===== config.mk =====
export PLATFORM = sky130hd
export DESIGN_NAME = axis_lane_unpacker
export DESIGN_NICKNAME = d
export VERILOG_FILES = /design/src/rtl/axis_lane_unpacker.sv
export SDC_FILE = /design/constraint.sdc
export NUM_CORES = 1
export LEC_CHECK = 0
export ABC_AREA = 1
export CAP_MARGIN = 0
export CORE_MARGIN = 5
export CORE_UTILIZATION = 50
export DETAILED_ROUTE_END_ITERATION = 6
export PLACE_DENSITY = 0.8
export SETUP_SLACK_MARGIN = 0.02
export SYNTH_ARGS = -nofsm -noshare
export SYNTH_HDL_FRONTEND = slang
export SYNTH_SLANG_ARGS = --single-unit

===== constraint.sdc =====
create_clock -name clk_i -period 13.6 [get_ports clk_i]
set_input_delay 2.72 -clock clk_i [delete_from_list [all_inputs] [get_ports clk_i]]
set_output_delay 2.72 -clock clk_i [all_outputs]
set_load 0.1 [all_outputs]

===== src/rtl/axis_lane_unpacker.sv =====
// AXI4-Stream 8x16 -> 8x12 lane unpacker with a 2-entry (output + skid) buffer.
// Optional saturation and sticky per-lane overflow flags under `LANE_SAT_EN.

module axis_lane_unpacker_lane #(
  parameter int IN_SHIFT = 0
) (
  input  logic [15:0] lane_i,
  output logic [11:0] smp_o,
  output logic        ovf_o
);
  logic signed [16:0] v;
  assign v = $signed({lane_i[15], lane_i}) >>> IN_SHIFT;

`ifdef LANE_SAT_EN
  always_comb begin
    smp_o = v[11:0];
    ovf_o = 1'b0;
    if (v > 17'sd2047) begin
      smp_o = 12'h7FF;
      ovf_o = 1'b1;
    end else if (v < -17'sd2048) begin
      smp_o = 12'h800;
      ovf_o = 1'b1;
    end
  end
`else
  logic [4:0] unused_hi;
  assign unused_hi = v[16:12];
  assign smp_o     = v[11:0];
  assign ovf_o     = 1'b0;
`endif
endmodule

module axis_lane_unpacker #(
  parameter int IN_SHIFT = 0,
  parameter int CNT_W    = 32
) (
  input  logic              clk_i,
  input  logic              rst_i,
  input  logic [127:0]      s_axis_tdata,
  input  logic              s_axis_tvalid,
  output logic              s_axis_tready,
  output logic [95:0]       m_axis_tdata,
  output logic              m_axis_tvalid,
  input  logic              m_axis_tready,
  output logic [7:0]        ovf_o,
  input  logic              ovf_clr_i,
  output logic [CNT_W-1:0]  beat_cnt_o
);
  localparam logic [1:0] ST_EMPTY = 2'd0;
  localparam logic [1:0] ST_ONE   = 2'd1;
  localparam logic [1:0] ST_FULL  = 2'd2;

  logic [1:0]       state_q, state_d;
  logic [95:0]      out_q, out_d, skid_q, skid_d;
  logic             rdy_q;
  logic [CNT_W-1:0] cnt_q;
  logic [95:0]      nar;
  logic [7:0]       lane_ovf;
  logic             acc, otx;

  for (genvar i = 0; i < 8; i++) begin : g_lane
    axis_lane_unpacker_lane #(.IN_SHIFT(IN_SHIFT)) u_lane (
      .lane_i (s_axis_tdata[16*i +: 16]),
      .smp_o  (nar[12*i +: 12]),
      .ovf_o  (lane_ovf[i])
    );
  end

  assign acc = s_axis_tvalid && rdy_q;
  assign otx = (state_q != ST_EMPTY) && m_axis_tready;

  always_comb begin
    state_d = state_q;
    out_d   = out_q;
    skid_d  = skid_q;
    case (state_q)
      ST_EMPTY: if (acc) begin
        state_d = ST_ONE;
        out_d   = nar;
      end
      ST_ONE: begin
        if (acc && otx) out_d = nar;
        else if (acc) begin
          state_d = ST_FULL;
          skid_d  = nar;
        end else if (otx) state_d = ST_EMPTY;
      end
      ST_FULL: if (otx) begin
        state_d = ST_ONE;
        out_d   = skid_q;
      end
      default: state_d = ST_EMPTY;
    endcase
  end

  // Ready is registered from the next state, so it is already low while FULL.
  always_ff @(posedge clk_i or posedge rst_i) begin
    if (rst_i) begin
      state_q <= ST_EMPTY;
      out_q   <= '0;
      skid_q  <= '0;
      rdy_q   <= 1'b0;
      cnt_q   <= '0;
    end else begin
      state_q <= state_d;
      out_q   <= out_d;
      skid_q  <= skid_d;
      rdy_q   <= (state_d != ST_FULL);
      if (acc) cnt_q <= cnt_q + {{(CNT_W-1){1'b0}}, 1'b1};
    end
  end

`ifdef LANE_SAT_EN
  logic [7:0] ovf_q;
  always_ff @(posedge clk_i or posedge rst_i) begin
    if (rst_i)          ovf_q <= '0;
    else if (ovf_clr_i) ovf_q <= '0;
    else if (acc)       ovf_q <= ovf_q | lane_ovf;
  end
  assign ovf_o = ovf_q;
`else
  logic unused_ovf;
  assign unused_ovf = ^{lane_ovf, ovf_clr_i};
  assign ovf_o      = '0;
`endif

  assign s_axis_tready = rdy_q;
  assign m_axis_tvalid = (state_q != ST_EMPTY);
  assign m_axis_tdata  = out_q;
  assign beat_cnt_o    = cnt_q;
endmodule


# Word level (Yosys, flattened, before mapping)
# Cells that the tools add are included.
[word_totals]
regBits = 227
input_bits = 133
out_inout_bits = 138
[classes]
n_mux = 10
add_sub_neg = 1
n_eq_ne = 6
n_reduce_logical = 8
bitwise_logic = 1
[op_table]
columns = ["op", "count"]
rows = [
  ["$mux W96", 3],
  ["$pmux W96 S3", 1],
  ["$add A32 B1 Y32 const B", 1],
  ["$mux W2", 5],
  ["$ne A2 B2 Y1 const B", 4],
  ["$pmux W2 S3", 1],
  ["$reduce_and A4 Y1", 1],
  ["$logic_and A1 B1 Y1", 3],
  ["$reduce_and A3 Y1", 1],
  ["$reduce_bool A3 Y1", 1],
  ["$eq A2 B1 Y1 const B", 1],
  ["$eq A2 B2 Y1 const B", 1],
  ["$logic_not A2 Y1", 1],
  ["$reduce_bool A2 Y1", 1],
  ["$not A1 Y1", 1],
]

# Logic depth before layout (Yosys ltp)
[depth]
ltp_word = 7
mapped_depth = 9
ltp_nobuf = 9

# Hierarchy
# Synthesis repeated with hierarchy kept, for this count alone.
[hier_totals]
cells_unflattened = 1087
area_unflattened_um2 = 10560.1
[modules_own_cells]
columns = ["module", "cells_each", "n_inst", "area_per_inst_um2"]
rows = [
  ["axis_lane_unpacker", 975, 1, 9749.4],
  ["axis_lane_unpacker_lane", 14, 8, 101.3],
]

# Worst setup path after synthesis
# OpenSTA, ideal clock, no wires.
[synth_timing]
path_type = "input to register"
startpoint = "in s_axis_tvalid"
endpoint = "reg skid_q[84]"
path_stages = 6
setup_ps = 127
t_arrival_ps = 3763
setup_slack_ps = 9710
cell_sequence = "nand2_2 > nor2_2 > nand3b_1 > buf_4 > buf_6 > mux2_1"
[synth_via]
elab_chain_len = 4
[synth_rtl]
columns = ["element", "line", "text"]
rows = [
  ["start, declared", "41", "input logic s_axis_tvalid,"],
  ["$logic_and A1 B1 Y1 *", "70", "assign acc = s_axis_tvalid && rdy_q;"],
  ["$logic_and A1 B1 Y1", "83", "if (acc && otx) out_d = nar;"],
  ["$not A1 Y1 (no line)", "--", ""],
  ["$reduce_and A3 Y1 (no line) *", "--", ""],
  ["end signal, assigned", "108", "skid_q <= skid_d;"],
  ["end, declared", "55", "logic [95:0] out_q, out_d, skid_q, skid_d;"],
]
# Every way passes the cells marked *; elsewhere a longest branch is shown, timed or not.
# A chain may end at the register's enable or synchronous reset.

# Worst setup path after layout
[layout_timing]
startpoint = "in s_axis_tvalid"
endpoint = "reg out_q[33] (netlist: m_axis_tdata[33])"
[layout_via]
elab_chain_len = 4
elab_cells_between_ends = 5
classes_between = "2 x eq/ne; 3 x reduce/logical"
[layout_rtl]
columns = ["element", "line", "text"]
rows = [
  ["$logic_and A1 B1 Y1 *", "70", ""],
  ["$logic_and A1 B1 Y1", "83", ""],
  ["$ne A2 B2 Y1 (no line)", "--", ""],
  ["$reduce_and A4 Y1 (no line) *", "--", ""],
  ["end signal, assigned", "107", "out_q <= out_d;"],
  ["end, declared", "55", ""],
]
# Marked as above.

==> results.json <==
{
  "grt_usage": 0.213,
  "setup_viol": 0,
  "start_util": 0.512,
  "coreArea_mm2": 0.0189,
  "rows": 50,
  "route.met3.wl_um": 1890,
  "finalCritPeriodShare": 0.381,
  "fillers": 1444,
  "num_io_pins": 271,
  "cp_max_fo": 94,
  "place.gp.congestion": 0.818,
  "worst-setup-path-type": "in2reg",
  "avgSynthCellArea_um2": 10.1,
  "die_w_um": 149,
  "cts.sinks": 227,
  "synth_common_cells": "nand2_1 (257), dfrtp_1 (227), nor2_1 (135)",
  "drt_iter0_markers": 405,
  "dp_hpwl_um": 15600,
  "antenna_found_initial": 1,
  "required_ps": 14030,
  "drv_slew": 0,
  "wl_per_cell_um": 16.4,
  "h-tree-depth": 1,
  "drt_pass1_iterations": 4,
  "finalCriticalPeriod_ps": 5180,
  "io_buffers": 229,
  "grt-ovfl-total": 0,
  "grt_max_degree": 123,
  "slew_headroom": 0.255,
  "cp_slowest_cell": "buf_4",
  "drv_cap": 0,
  "hold_path_startpoint": "skid_q[85]",
  "synthesis.area_mm2": 0.00967,
  "hold_end": "skid_q[85]",
  "cts.path.max_buffers": 3,
  "multi_input_area_mm2": 0.00361,
  "drtAntennaViolNets": 0,
  "ys.flop_type": "dfrtp_1",
  "hp-class": "reg2reg",
  "start_kind": "input port",
  "tightest_slew_ps": 1120,
  "synth.yosys.seq_area_share": 0.587,
  "postCtsSetupBuffers": 0,
  "yosysMostFrequentCell": "nand2_1",
  "vias": 7399,
  "drive_gt1_frac": 0.126,
  "cts-root-buf": "clkbuf_16",
  "layout.nets": 1302,
  "reg2reg_slack_ps": 10710,
  "fin_setup_tns_ps": 0,
  "outcome": "complete, no violations",
  "ctsResizeCount": 0,
  "ys_top_cells_by_area": "dfrtp_1 (59%), mux2_2 (11%), nand2_1 (10%)",
  "synth_edf_count": 0,
  "grt_pass1_wl_um": 38600,
  "cts_tree": "built",
  "routed_via_density": 5.11,
  "synth.top_cell.area_share": 0.587,
  "die_area_mm2": 0.0222,
  "cts_hold_buf": 0,
  "crit_path_cell_trace": "clkdlybuf4s50_1, nand2_2, nor2_2, nor2_1, nor2_4, buf_4, nor2_1, a31oi_1",
  "min_path_cells": 1,
  "yosys_warnings": 0,
  "wl_met1_um": 9650,
  "synth_cells": 956,
  "grt_pass1_vias": 7521,
  "max_freq_mhz": 193,
  "seq_area_mm2": 0.00568,
  "cp-end-kind": "flop",
  "worst_ep_arrival_time_ps": 5610,
  "critPathMostFrequentCell": "nor2_1",
  "fin_skew_ps": 18.8,
  "wl_um": 23700,
  "synth-seq-cells": 227,
  "area_delta_synth_final_pct": 34.1,
  "clock_latency_ps": 520,
  "worstReg2RegStart": "s_axis_tready",
  "remaining_drc_errors": 0,
  "routed.top_layer": "met4",
  "yosysTopAreaCell": "dfrtp_1",
  "synthDistinctLibCells": 27,
  "die_height_um": 149,
  "critical_path.max_stage_delay_ps": 840,
  "r2r_end": "m_axis_tdata[33]",
  "hold_viol": 0,
  "dr_wl_met2_um": 11700,
  "cts_buffers": 25,
  "clk_pin_slew_ps": 60,
  "r2r_cells": 7,
  "synthArstFlopShare": 1.00,
  "rsz0062_at_grt": "false"
}
-- registers in the layout, indices dropped and copies added, names as in the netlist --
| register | cells |
|---|---|
| m_axis_tdata | 96 |
| s_axis_tready | 1 |
| state_q | 2 |
| skid_q | 96 |
| beat_cnt_o | 32 |
-- cells by family after synthesis --
logic type	count (synthesis)	share of synthesized area
AOI/OAI and AO/OA	98	0.0635
xor gates and xnor gates	22	0.0199
adders and majority gates	1	0.00129
buffers and inverters	85	0.0432
DFF	227	0.587
muxes	96	0.112
other	1	0.000388
and+or+nand+nor	426	0.173
-- worst max-delay path: cells and delay by family --
kind | cells | cell delay [ps]
AO/OA/AOI/OAI | 1 | 180
AND/OR/NAND/NOR | 5 | 1370
buffers and inverters | 2 | 1310
-- final cells by class --
cell class,count,share of cell area
Timing Repair Buffer,237,0.181
Sequential cell,227,0.438
Clock buffer,38,0.0582
Antenna cell,1,0.000193
Multi-Input combinational cell,651,0.278
Inverter,26,0.00810
Clock inverter,8,0.0114
Tap cell,260,0.0251
-- cells in the final DEF (no fill, tap or decap), drive strengths merged --
cell,count
mux2,96
nand3,16
clkinv,3
nand2,258
bufinv,4
inv,27
a31o,1
and2,2
o21ai,1
nor2,138
conb,8
nor3,3
xnor2,9
clkdlybuf4s50,229
a31oi,96
dfrtp,227
clkbuf,38
diode,1
ha,1
buf,8
nand3b,4
xor2,13
nand4,5
-- routing by layer --
| metal | vias to the layer above | track usage |
|---|---|---|
| met3 | 35 | 0.0620 |
| met4 | 0 | 0.0513 |
| li1 | 3592 | - |
| met5 | - | 0 |
| met1 | 3559 | 0.273 |
| met2 | 213 | 0.358 |
-- worst max path at each step --
stage | slack [ps] | end | cells after the start | start
3_5_place_dp | 7850 | m_axis_tdata[85] | 7 | s_axis_tvalid
5_1_grt | 8110 | m_axis_tdata[33] | 8 | s_axis_tvalid
3_3_place_gp | 7960 | m_axis_tdata[25] | 7 | s_axis_tvalid
6_report | 8420 | m_axis_tdata[33] | 8 | s_axis_tvalid
4_1_cts | 8380 | m_axis_tdata[33] | 8 | s_axis_tvalid
2_1_floorplan | 4660 | beat_cnt_o[0] | 1 | rst_i
-- per-stage QoR --
stage / utilization / hold slack (ps) / std cells / setup slack, ps / area (um^2)
detailed placement: 0.639 / 482 / 1401 / 7850 / 12100
floorplan: - / 465 / 963 / 4660 / 9700
CTS: 0.687 / 496 / 1447 / 8380 / 13000
finish: 0.687 / 495 / 1448 / 8420 / 13000
global placement: 0.639 / 475 / 1401 / 7960 / 12100
global route: 0.687 / 512 / 1448 / 8110 / 13000
Power is left out: the tool's default activity adds up to more than one toggle a clock period on the data nets, which glitch-free logic cannot reach.
==> edit, RTL diff (config.mk and constraints unchanged) <==
The option `LANE_SAT_EN` is turned on by a define.
--- a/src/rtl/axis_lane_unpacker.sv
+++ b/src/rtl/axis_lane_unpacker.sv
@@ -1,5 +1,7 @@
 // AXI4-Stream 8x16 -> 8x12 lane unpacker with a 2-entry (output + skid) buffer.
 // Optional saturation and sticky per-lane overflow flags under `LANE_SAT_EN.
+
+`define LANE_SAT_EN
 
 module axis_lane_unpacker_lane #(
   parameter int IN_SHIFT = 0
Behaviour: not the same (a bounded check fails within 4 cycles, from zero or initial values and one cycle with rst_i high).
==> edit against the unedited design <==
Worst setup slack improved by 0.037 ns. Routed wire length rose by 38%. First-iteration DRC count rose by 84%. Synthesized area rose by 19%. Global-route usage rose by 3.1 points. Sequential cell count rose by 8. Cell area rose by 16%. Non-clock buffer count rose by 40. Hold slack got worse by 0.020 ns. Sequential share of layout area fell by 4.9 points. Synthesized cell count rose by 62%.
==> edit: results <==
{
  "status": "completed",
  "syn-num-nets": 1684,
  "drtPass1Iterations": 5,
  "grt_max_degree": 119,
  "drt-total-wl_mm": 32.77,
  "fill_cells": 1888,
  "max_stage_delay_ns": 0.93,
  "yosys_warnings": 0,
  "slew_headroom_pct": 16.40,
  "yosysUniqueCellTypes": 26,
  "cap_viol_max_count": 0,
  "path_delay_family": "simple AND/OR/NAND/NOR gates",
  "crit_slowest_cell": "nand2_4",
  "pre_cts_ws_ns": 7.958,
  "cp.arrival_ns": 5.56,
  "final_nets": 1902,
  "grtUsageTotal_pct": 24.35,
  "dpl.hpwl_mm": 21.81,
  "postPlaceCellArea_um2": 14220,
  "synth_cells": 1550,
  "clk_latency_ns": 0.54,
  "vias": 10903,
  "wl_per_cell_um": 15.79,
  "synth_compound_area_share_pct": 9.279,
  "worstPathMaxFanout": 118,
  "cts_setup_buffers": 0,
  "grt_pass1_wl_mm": 53.05,
  "min_path_type": "flip-flop to flip-flop",
  "synth_xor_area_share_pct": 0.9887,
  "ys_top_cells_by_area": "dfrtp_1, nand2_1, nand3_1",
  "place_inst": 2024,
  "synthMuxAreaShare_pct": 0,
  "async_reset_ff_share_pct": 100.0,
  "port_buffers": 270,
  "globalplace.congestion": 0.8523,
  "synth_fa_ha_area_share_pct": 0.1086,
  "drive_above_1_share_pct": 3.633,
  "fin_skew_ns": 0.02333,
  "cts_buffers": 27,
  "grt_pass1_vias": 10619,
  "yosysSeqAreaShare_pct": 51.06,
  "whs_path_depth": 2,
  "synth_commonest_cells": "nand2_1, dfrtp_1, inv_1",
  "drt-initial-drc-count": 744,
  "reg2regPathDepth": 7,
  "antenna_found_initial": 1,
  "clkTransAtPathRegs_ns": 0.06
}
## edit: area by class of cell
type | instances | area, um2 | area share, %
timing repair buffer | 277 | 2755 | 18.24
inverter | 132 | 504.2 | 3.337
sequential | 235 | 5881 | 38.92
tap | 285 | 356.6 | 2.360
clock inverter | 10 | 68.82 | 0.4555
antenna | 1 | 2.502 | 0.01656
multi-input combinational | 1095 | 4726 | 31.28
clock buffer | 40 | 814.5 | 5.391
## edit: kinds of logic after synthesis
| logic type | after synthesis |
|---|---|
| and+or+nand+nor | 876 |
| AOI/OAI and AO/OA | 205 |
| xor gates and xnor gates | 13 |
| DFF | 235 |
| adders and majority gates | 1 |
| buffers and inverters | 220 |
## edit: power breakdown
group / switching [uW] / total (uW) / internal (uW)
clock network: 293 / 710 / 416
registers: 152 / 1150 / 999
logic: 1640 / 2120 / 477
total: 2090 / 3980 / 1890
## edit: tightest hold or removal path: cells and delay by family, from the launching register on
family        cells  cell delay [ns]
flops             1             0.34
simple gates      2             0.10
## edit: path summary, 6_finish.rpt
path                                   from               end  slack [ns]
max                           s_axis_tvalid  m_axis_tdata[90]        8.45
min                        m_axis_tdata[93]  m_axis_tdata[93]        0.48
max reg2reg                   s_axis_tready  m_axis_tdata[90]       10.69
min reg2reg                m_axis_tdata[93]  m_axis_tdata[93]        0.48
max in group asynchronous             rst_i  m_axis_tdata[93]        8.76
min in group asynchronous             rst_i    beat_cnt_o[15]        2.74
## edit: routing by layer
metal	GRT usage (%)	vias to the layer above	wire (um)
li1	-	5282	-
met1	32.26	5190	13730
met2	40.77	372	15900
met3	4.948	59	2253
met4	7.305	0	879
met5	0	-	0
